[config.mk]
export PLATFORM = sky130hd
export DESIGN_NAME = dsp_ram_scheduler
export DESIGN_NICKNAME = d
export VERILOG_FILES = /design/src/rtl/dsp_ram_scheduler.sv
export SDC_FILE = /design/constraint.sdc
export NUM_CORES = 1
export LEC_CHECK = 0
export ABC_CLOCK_PERIOD_IN_PS = 3300
export CELL_PAD_IN_SITES_DETAIL_PLACEMENT = 2
export CELL_PAD_IN_SITES_GLOBAL_PLACEMENT = 2
export CORE_ASPECT_RATIO = 0.5
export CORE_MARGIN = 2
export CORE_UTILIZATION = 14
export CTS_CLUSTER_SIZE = 24
export DETAILED_ROUTE_END_ITERATION = 8
export MAX_ROUTING_LAYER = met4
export PLACE_DENSITY_LB_ADDON = 0.25
export SKIP_LAST_GASP = 1
export SLEW_MARGIN = 40
export SYNTH_ARGS = -nofsm -noshare
export SYNTH_HDL_FRONTEND = slang
export SYNTH_SLANG_ARGS = --single-unit
[constraint.sdc]
create_clock -name clock -period 3.3 [get_ports clock]
set_clock_uncertainty 0.1 [all_clocks]
set_input_delay 0.66 -clock clock [delete_from_list [all_inputs] [get_ports clock]]
set_output_delay 0.66 -clock clock [all_outputs]
set_load 0.01 [all_outputs]
[src/rtl/dsp_ram_scheduler.sv]
// Time-slot scheduler for the shared ARAM read port: voices, echo reader and
// directory fetcher each own fixed steps of a 64-step sample frame.
module dsp_ram_scheduler #(
    parameter int N_VOICES       = 8,
    parameter int VOICE_SLOT_LEN = 4,
    parameter int ECHO_FIRST     = 33,
    parameter int DIR_FIRST      = 41
) (
    input  logic                          clock,
    input  logic                          reset,
    input  logic                          enable_i,
    output logic [5:0]                    step_o,
    output logic                          sample_strobe_o,
    output logic [N_VOICES-1:0]           voice_trigger_o,
    input  logic [N_VOICES-1:0]           voice_req_i,
    input  logic [16*N_VOICES-1:0]        voice_addr_i,
    output logic [N_VOICES-1:0]           voice_grant_o,
    input  logic                          echo_req_i,
    input  logic [15:0]                   echo_addr_i,
    output logic                          echo_grant_o,
    input  logic [7:0]                    dir_base_i,
    input  logic [8*N_VOICES-1:0]         srcn_flat_i,
    output logic [$clog2(N_VOICES)-1:0]   dir_voice_o,
    output logic [15:0]                   ram_address_o,
    input  logic [7:0]                    ram_data_i,
    output logic                          rd_valid_o,
    output logic [3:0]                    rd_owner_o,
    output logic [1:0]                    rd_dir_index_o,
    output logic [7:0]                    rd_data_o
);

    localparam int         VW        = $clog2(N_VOICES);
    localparam logic [5:0] VOICE_END = 6'(N_VOICES * VOICE_SLOT_LEN);
    localparam logic [5:0] SLOT_LEN  = 6'(VOICE_SLOT_LEN);
    localparam logic [5:0] ECHO_LO   = 6'(ECHO_FIRST);
    localparam logic [5:0] ECHO_HI   = 6'(ECHO_FIRST + 8);
    localparam logic [5:0] DIR_LO    = 6'(DIR_FIRST);
    localparam logic [5:0] DIR_HI    = 6'(DIR_FIRST + 4);

    logic [5:0]    step_q, step_d;
    logic [VW-1:0] dir_voice_q, dir_voice_d;
    logic          rd_valid_q;
    logic [3:0]    rd_owner_q;
    logic [1:0]    rd_dir_index_q;
    logic [7:0]    rd_data_q;

    logic          active, in_voice, in_echo, in_dir, first_step;
    logic          dir_grant, granted;
    logic [5:0]    slot_idx, dir_off;
    logic [VW-1:0] vidx;
    logic [1:0]    dir_k;
    logic [3:0]    owner;
    logic [7:0]    srcn_sel;
    logic [15:0]   voice_addr_sel;

    always_comb begin
        active     = enable_i && !reset;
        in_voice   = step_q < VOICE_END;
        in_echo    = (step_q >= ECHO_LO) && (step_q < ECHO_HI);
        in_dir     = (step_q >= DIR_LO) && (step_q < DIR_HI);
        slot_idx   = step_q / SLOT_LEN;
        vidx       = slot_idx[VW-1:0];
        first_step = (step_q % SLOT_LEN) == 6'd0;
        dir_off    = step_q - DIR_LO;
        dir_k      = dir_off[1:0];
        owner      = in_voice ? 4'(vidx) : (in_echo ? 4'd8 : 4'd9);
    end

    // Slot ownership is static, so each voice only has to recognise its own window.
    for (genvar v = 0; v < N_VOICES; v++) begin : g_voice
        logic own;
        assign own                = active && in_voice && (vidx == VW'(v));
        assign voice_grant_o[v]   = own && voice_req_i[v];
        assign voice_trigger_o[v] = own && first_step;
    end

    assign echo_grant_o    = active && in_echo && echo_req_i;
    assign dir_grant       = active && in_dir;
    assign granted         = (|voice_grant_o) || echo_grant_o || dir_grant;
    assign sample_strobe_o = active && (step_q == 6'd63);

    assign voice_addr_sel = voice_addr_i[{vidx, 4'b0000} +: 16];
    assign srcn_sel       = srcn_flat_i[{dir_voice_q, 3'b000} +: 8];

    always_comb begin
        ram_address_o = 16'h0000;
        if (|voice_grant_o)
            ram_address_o = voice_addr_sel;
        else if (echo_grant_o)
            ram_address_o = echo_addr_i;
        else if (dir_grant)
            // Directory entries are 4 bytes; the sum wraps at 16 bits.
            ram_address_o = {dir_base_i, 8'h00} + {6'd0, srcn_sel, 2'b00} + {14'd0, dir_k};
    end

    always_comb begin
        step_d      = step_q + 6'd1;
        dir_voice_d = (step_q == 6'd63) ? dir_voice_q + VW'(1) : dir_voice_q;
    end

    always_ff @(posedge clock) begin
        if (reset) begin
            step_q         <= 6'd63;
            dir_voice_q    <= '0;
            rd_valid_q     <= 1'b0;
            rd_owner_q     <= 4'd0;
            rd_dir_index_q <= 2'd0;
            rd_data_q      <= 8'h00;
        end else if (enable_i) begin
            step_q      <= step_d;
            dir_voice_q <= dir_voice_d;
            rd_valid_q  <= granted;
            if (granted) begin
                rd_data_q      <= ram_data_i;
                rd_owner_q     <= owner;
                rd_dir_index_q <= in_dir ? dir_k : 2'd0;
            end
        end else begin
            rd_valid_q <= 1'b0;
        end
    end

    assign step_o         = step_q;
    assign dir_voice_o    = dir_voice_q;
    assign rd_valid_o     = rd_valid_q;
    assign rd_owner_o     = rd_owner_q;
    assign rd_dir_index_o = rd_dir_index_q;
    assign rd_data_o      = rd_data_q;

endmodule

-- After elaboration in Yosys (flattened, before gate mapping)
Cells that the tools add are included.
- equality and inequality tests: 8
- bitwise operators: 1
- $add $sub $neg: 5
- shift operators: 2
- reduce and logical (&&, ||, !) cells: 41
- multiplexer cells: 6
- order comparisons: 5
- operators by type and width (operator ; number):
    $shiftx 128x8->16 ; 1
    $shiftx 64x7->8 ; 1
    $mux 16 ; 3
    $logic_and 1x1->1 ; 32
    $lt 6x6->1 const B ; 3
    $add 16x10->16 ; 1
    $add 16x2->16 ; 1
    $eq 3x3->1 const B ; 4
    $ge 6x6->1 const B ; 2
    $reduce_or 8->1 ; 1
    $add 6x1->6 const B ; 1
    $eq 3x2->1 const B ; 2
    $eq 6x6->1 const B ; 1
    $logic_not 6->1 ; 1
    $mux 4 ; 1
    $reduce_and 2->1 ; 2
    $add 3x1->3 const B ; 1
    $eq 3x1->1 const B ; 1
    $logic_not 3->1 ; 1
    $logic_or 1x1->1 ; 2
    $mux 2 ; 1
    $reduce_or 2->1 ; 1
    $sub 2x1->2 const B ; 1
    $logic_not 1->1 ; 1
    2 further kinds ; 2
- logic and storage cells: 74
- bits in registers: 24
- output and inout bits: 58
- input bits: 236

-- Longest topological paths before layout
- depth after elaboration: 9
- depth in mapped cells: 10
- mapped depth without buffers: 8

-- Worst setup path before layout
OpenSTA, ideal clock, no wires.
- path kind: register -> output
- start: register dir_voice_q[1] (netlist: dir_voice_o[1])
- end: output ram_address_o[12]
- cell stages (with the launch flop): 11
- path slack: -0.232 ns
- buffers on the path: 2
- arrival time: 2.772 ns
- path through: dfxtp_1 -> clkbuf_1 -> clkbuf_1 -> mux4_2 -> mux2_2 -> ha_1 -> fa_1 -> nand3_1 -> xnor2_1 -> a22oi_1 -> o22ai_1
- word-level cells in the longest chain between the ends: 6
- RTL lines (what ; RTL line ; RTL):
    start, declared ; 41 ; logic [VW-1:0] dir_voice_q, dir_voice_d;
    start signal, assigned ; 111 ; dir_voice_q <= dir_voice_d;
    $shiftx 64x7->8 ; 83 ; assign srcn_sel = srcn_flat_i[{dir_voice_q, 3'b000} +: 8];
    $add 16x10->16 ; 93 ; ram_address_o = {dir_base_i, 8'h00} + {6'd0, srcn_sel, 2'b00} + {14'd0, dir_k};
    $add 16x2->16 ; 93 ;
    $mux 16 ; 91 ; else if (dir_grant)
    $mux 16 ; 89 ; else if (echo_grant_o)
    $mux 16 ; 87 ; if (|voice_grant_o)
    end, declared ; 24 ; output logic [15:0] ram_address_o,
Every way passes these cells.

-- Worst setup path in the final report
- start: input srcn_flat_i[31]
- end: output ram_address_o[15]
- word-level cells in the longest chain between the ends: 6
- RTL lines (what ; RTL line ; RTL):
    start, declared ; 22 ; input logic [8*N_VOICES-1:0] srcn_flat_i,
    $shiftx 64x7->8 ; 83 ;
    $add 16x10->16 ; 93 ;
    $add 16x2->16 ; 93 ;
    $mux 16 ; 91 ;
    $mux 16 ; 89 ;
    $mux 16 ; 87 ;
Every way passes these cells.

==> out/results.tsv <==
metric	value	unit
start_util	14.44	%
die_outline_area	23890	um^2
post_drt_via_cell_ratio	4.255	
area_growth_syn_to_layout	119.8	%
global_route_wire_length_before_repair	29260	um
min_path_type	flop to flop	
synth_largest_type_area_fraction	35.59	%
slowest_cp_cell	sky130_fd_sc_hd__mux4_2	
yosys_most_used_dff	sky130_fd_sc_hd__dfxtp_1	
wirelength	19810	um
finalMaxSlewViolations	0	
timing.critical_path.slowest_cell_delay	0.46	ns
worstPathRequired	2.54	ns
synthesis.yosys.warnings	0	
period_share	107.3	%
most_frequent_cells_after_synthesis	sky130_fd_sc_hd__mux4_2 (50), sky130_fd_sc_hd__dfxtp_1 (24), sky130_fd_sc_hd__nor2_1 (24), sky130_fd_sc_hd__mux2i_1 (17)	
power_density	244.0	nW/um^2
worst_slew_margin_rel	66.85	%
wl_per_cell	21.28	um
grt_remaining_overflow	0	
vdd.ir_drop.worst	0.2066	mV
global_route.usage.total	17.06	%
synthesized_area	3164	um^2
rsz0062_at_grt	true	
syn-num-nets	543	
cts-hold-fix-buffers	0	
cts-root-to-sink-buffers	2	
setup_ws	-0.2397	ns
drc_errors	0	
first_global_vias	4615	
synth-async-reset-ratio	0	%
yosysUniqueCellTypes	53	
boundaryPins	294	
synth.most_common_cell	sky130_fd_sc_hd__mux4_2	
ys_ff_latch	24	
route.vias.total	3961	
floorplan.die.width	216.6	um
post_syn_area_per_cell	10.58	um^2
dr.first_iter.drc_count	78	
drive_above_1_share	29.21	%
core_region	21920	um^2
cts_root_buf	sky130_fd_sc_hd__clkbuf_16	
synth.largest_area_cell	sky130_fd_sc_hd__mux4_2	
detailedRoute.firstPassIterationCount	4	
tightestPinTransition	0.4972	ns
tritoncts	done	
place_hpwl	17580	um
number_of_buffers_created_by_cts	3	
finalWeightedCongestion	0.8874	
critPathMaxFanout	2	
reg2reg_depth	9	
cts.reportedPaths.clkPinSlew	0.06	ns
static-leakage-power	2.795	nW
area_of_all_placed_cells_without_fillers	6957	um^2
violations	negative setup slack	
fin_worst_hold_slack	0.3706	ns
die_height	110.3	um
fin_tns_setup	-1.315	ns
period_minus_slack	3.540	ns
timing_hold_violations_final	0	
hold_path_depth	2	
nets	875	
worst-endpoint-arrival	2.78	ns
placement_rows	38	
grt_max_degree	24	
fmax	282.5	MHz
drt.antenna.violating_nets	0	
fin_total_pwr	0.001698	W
cp-start-kind	input pin	
clkSinkCount	24	
cp_cell_sequence	buf_6 -> mux4_2 -> mux2_4 -> ha_4 -> a21oi_4 -> nor2b_4 -> nand3_2 -> xnor2_1 -> a221o_1 -> buf_2	
worstSetupPathType	input pin to output port	
netlist_top_cells_area	sky130_fd_sc_hd__mux4_2 (36%), sky130_fd_sc_hd__dfxtp_1 (15%), sky130_fd_sc_hd__mux2i_1 (5.4%), sky130_fd_sc_hd__mux2_2 (2.8%), sky130_fd_sc_hd__nor2_1 (2.8%)	
max_cap_violations	0	
ys_seq_area_share	15.18	%
dp_worst_setup_slack	-1.200	ns
synth-edff-count	0	
placed_area	6784	um^2
postSynthCellCount	299	
initial_antenna_violation_count	2	
clock_latency_on_the_worst_skew_pair	0.26	ns
final_count_of_negative_setup_slack_endpoints	7	
status	finished with violations	
portBuffers	293	
cts_htree_levels	1	
setup.worst_path.end_class	output port	
==> power by group <==
part           switching (W)  total (W)  leakage (nW)  internal (W)
Sequential         0.0000324   0.000343         0.195      0.000311
Combinational       0.000397    0.00106          2.56      0.000662
Clock               0.000110   0.000296        0.0442      0.000186
Total               0.000540    0.00170          2.80       0.00116
==> layout make-up <==
type | count | area, um^2
fill | 2375 | 14960
tap | 300 | 375.4
antenna | 1 | 2.502
multi-input combinational | 240 | 2601
inverter | 6 | 22.52
clock buffer | 4 | 88.84
timing repair buffer | 356 | 3379
sequential | 24 | 486.7
==> per-layer routing <==
| metal | global-route usage, % | part of all wire [%] |
|---|---|---|
| met1 | 20.17 | 42 |
| met2 | 32.10 | 54 |
| met3 | 1.235 | 2.4 |
| met4 | 4.012 | 2.2 |
| met5 | - | 0 |
==> path summary, 6_finish.rpt <==
check / endpoint / slack [ns] / startpoint
max: ram_address_o[15] / -0.24 / srcn_flat_i[31]
min: rd_data_o[6] / 0.37 / rd_data_o[6]
max reg2reg: rd_dir_index_o[0] / 0.76 / step_o[0]
min reg2reg: rd_data_o[6] / 0.37 / rd_data_o[6]
==> sequential cells by signal, indices dropped and copies added, names as in the netlist <==
register and count:
rd_data_o 8, rd_owner_o 4, step_o 6, rd_valid_o 1, rd_dir_index_o 2, dir_voice_o 3
==> placed cells by master (no fill, tap or decap), types with 2 or more instances in the layout <==
cell type,instances
sky130_fd_sc_hd__nand3_1,11
sky130_fd_sc_hd__buf_2,23
sky130_fd_sc_hd__ha_4,2
sky130_fd_sc_hd__nand2b_4,2
sky130_fd_sc_hd__a221o_1,8
sky130_fd_sc_hd__mux2i_1,17
sky130_fd_sc_hd__buf_12,5
sky130_fd_sc_hd__dfxtp_1,21
sky130_fd_sc_hd__and2_1,3
sky130_fd_sc_hd__nor3_4,2
sky130_fd_sc_hd__nor2_1,24
sky130_fd_sc_hd__o22ai_1,6
sky130_fd_sc_hd__clkdlybuf4s50_1,249
sky130_fd_sc_hd__nand3_2,4
sky130_fd_sc_hd__and3_1,10
sky130_fd_sc_hd__buf_6,8
sky130_fd_sc_hd__buf_4,56
sky130_fd_sc_hd__mux2_4,2
sky130_fd_sc_hd__ha_1,5
sky130_fd_sc_hd__clkbuf_2,2
sky130_fd_sc_hd__a21oi_1,14
sky130_fd_sc_hd__xor2_1,5
sky130_fd_sc_hd__o22ai_2,2
sky130_fd_sc_hd__o21ai_1,9
sky130_fd_sc_hd__nand2_1,14
sky130_fd_sc_hd__inv_1,5
sky130_fd_sc_hd__nor3_1,4
sky130_fd_sc_hd__dfxtp_2,2
sky130_fd_sc_hd__dlymetal6s2s_1,10
sky130_fd_sc_hd__clkbuf_16,3
sky130_fd_sc_hd__mux4_2,50
sky130_fd_sc_hd__dlygate4sd2_1,3
sky130_fd_sc_hd__o211ai_1,2
sky130_fd_sc_hd__a22oi_1,5
sky130_fd_sc_hd__mux2_2,6
sky130_fd_sc_hd__xnor2_1,8
==> cell families (layout without fill, tap and decap cells) <==
kind of cell	after synthesis	after routing	share of synthesized area (%)
AOI/OAI and AO/OA	58	58	12.93
DFF	24	24	15.18
and+or+nand+nor	86	86	14.43
buffers and inverters	35	366	6.643
xor gates and xnor gates	13	13	3.598
adders and majority gates	8	8	3.400
muxes	75	75	43.81
other	0	1	0
==> critical path: cells and delay by family <==
kind                       cells  cell delay [ns]
buffers and inverters          2             0.24
adders and majority gates      1             0.29
muxes                          2             0.80
AOI/OAI and AO/OA              2             0.36
and+or+nand+nor                2             0.27
xor gates and xnor gates       1             0.15
==> metrics by stage <==
step / instances / utilization (%)
2_1_floorplan: 299 / -
3_3_place_gp: 918 / 30.95
3_5_place_dp: 918 / 30.95
4_1_cts: 927 / 31.46
5_1_grt: 931 / 31.74
6_report: 931 / 31.74
==> repair_timing <==
item,in CTS,in global routing
endpoints found under the hold margin,0,0
pin swaps,16,8
resized for setup,136,18
endpoints found under the setup margin,21,22
cloned,0,0
setup buffers,5,3
No activity file was read; power rests on OpenSTA's default activity.
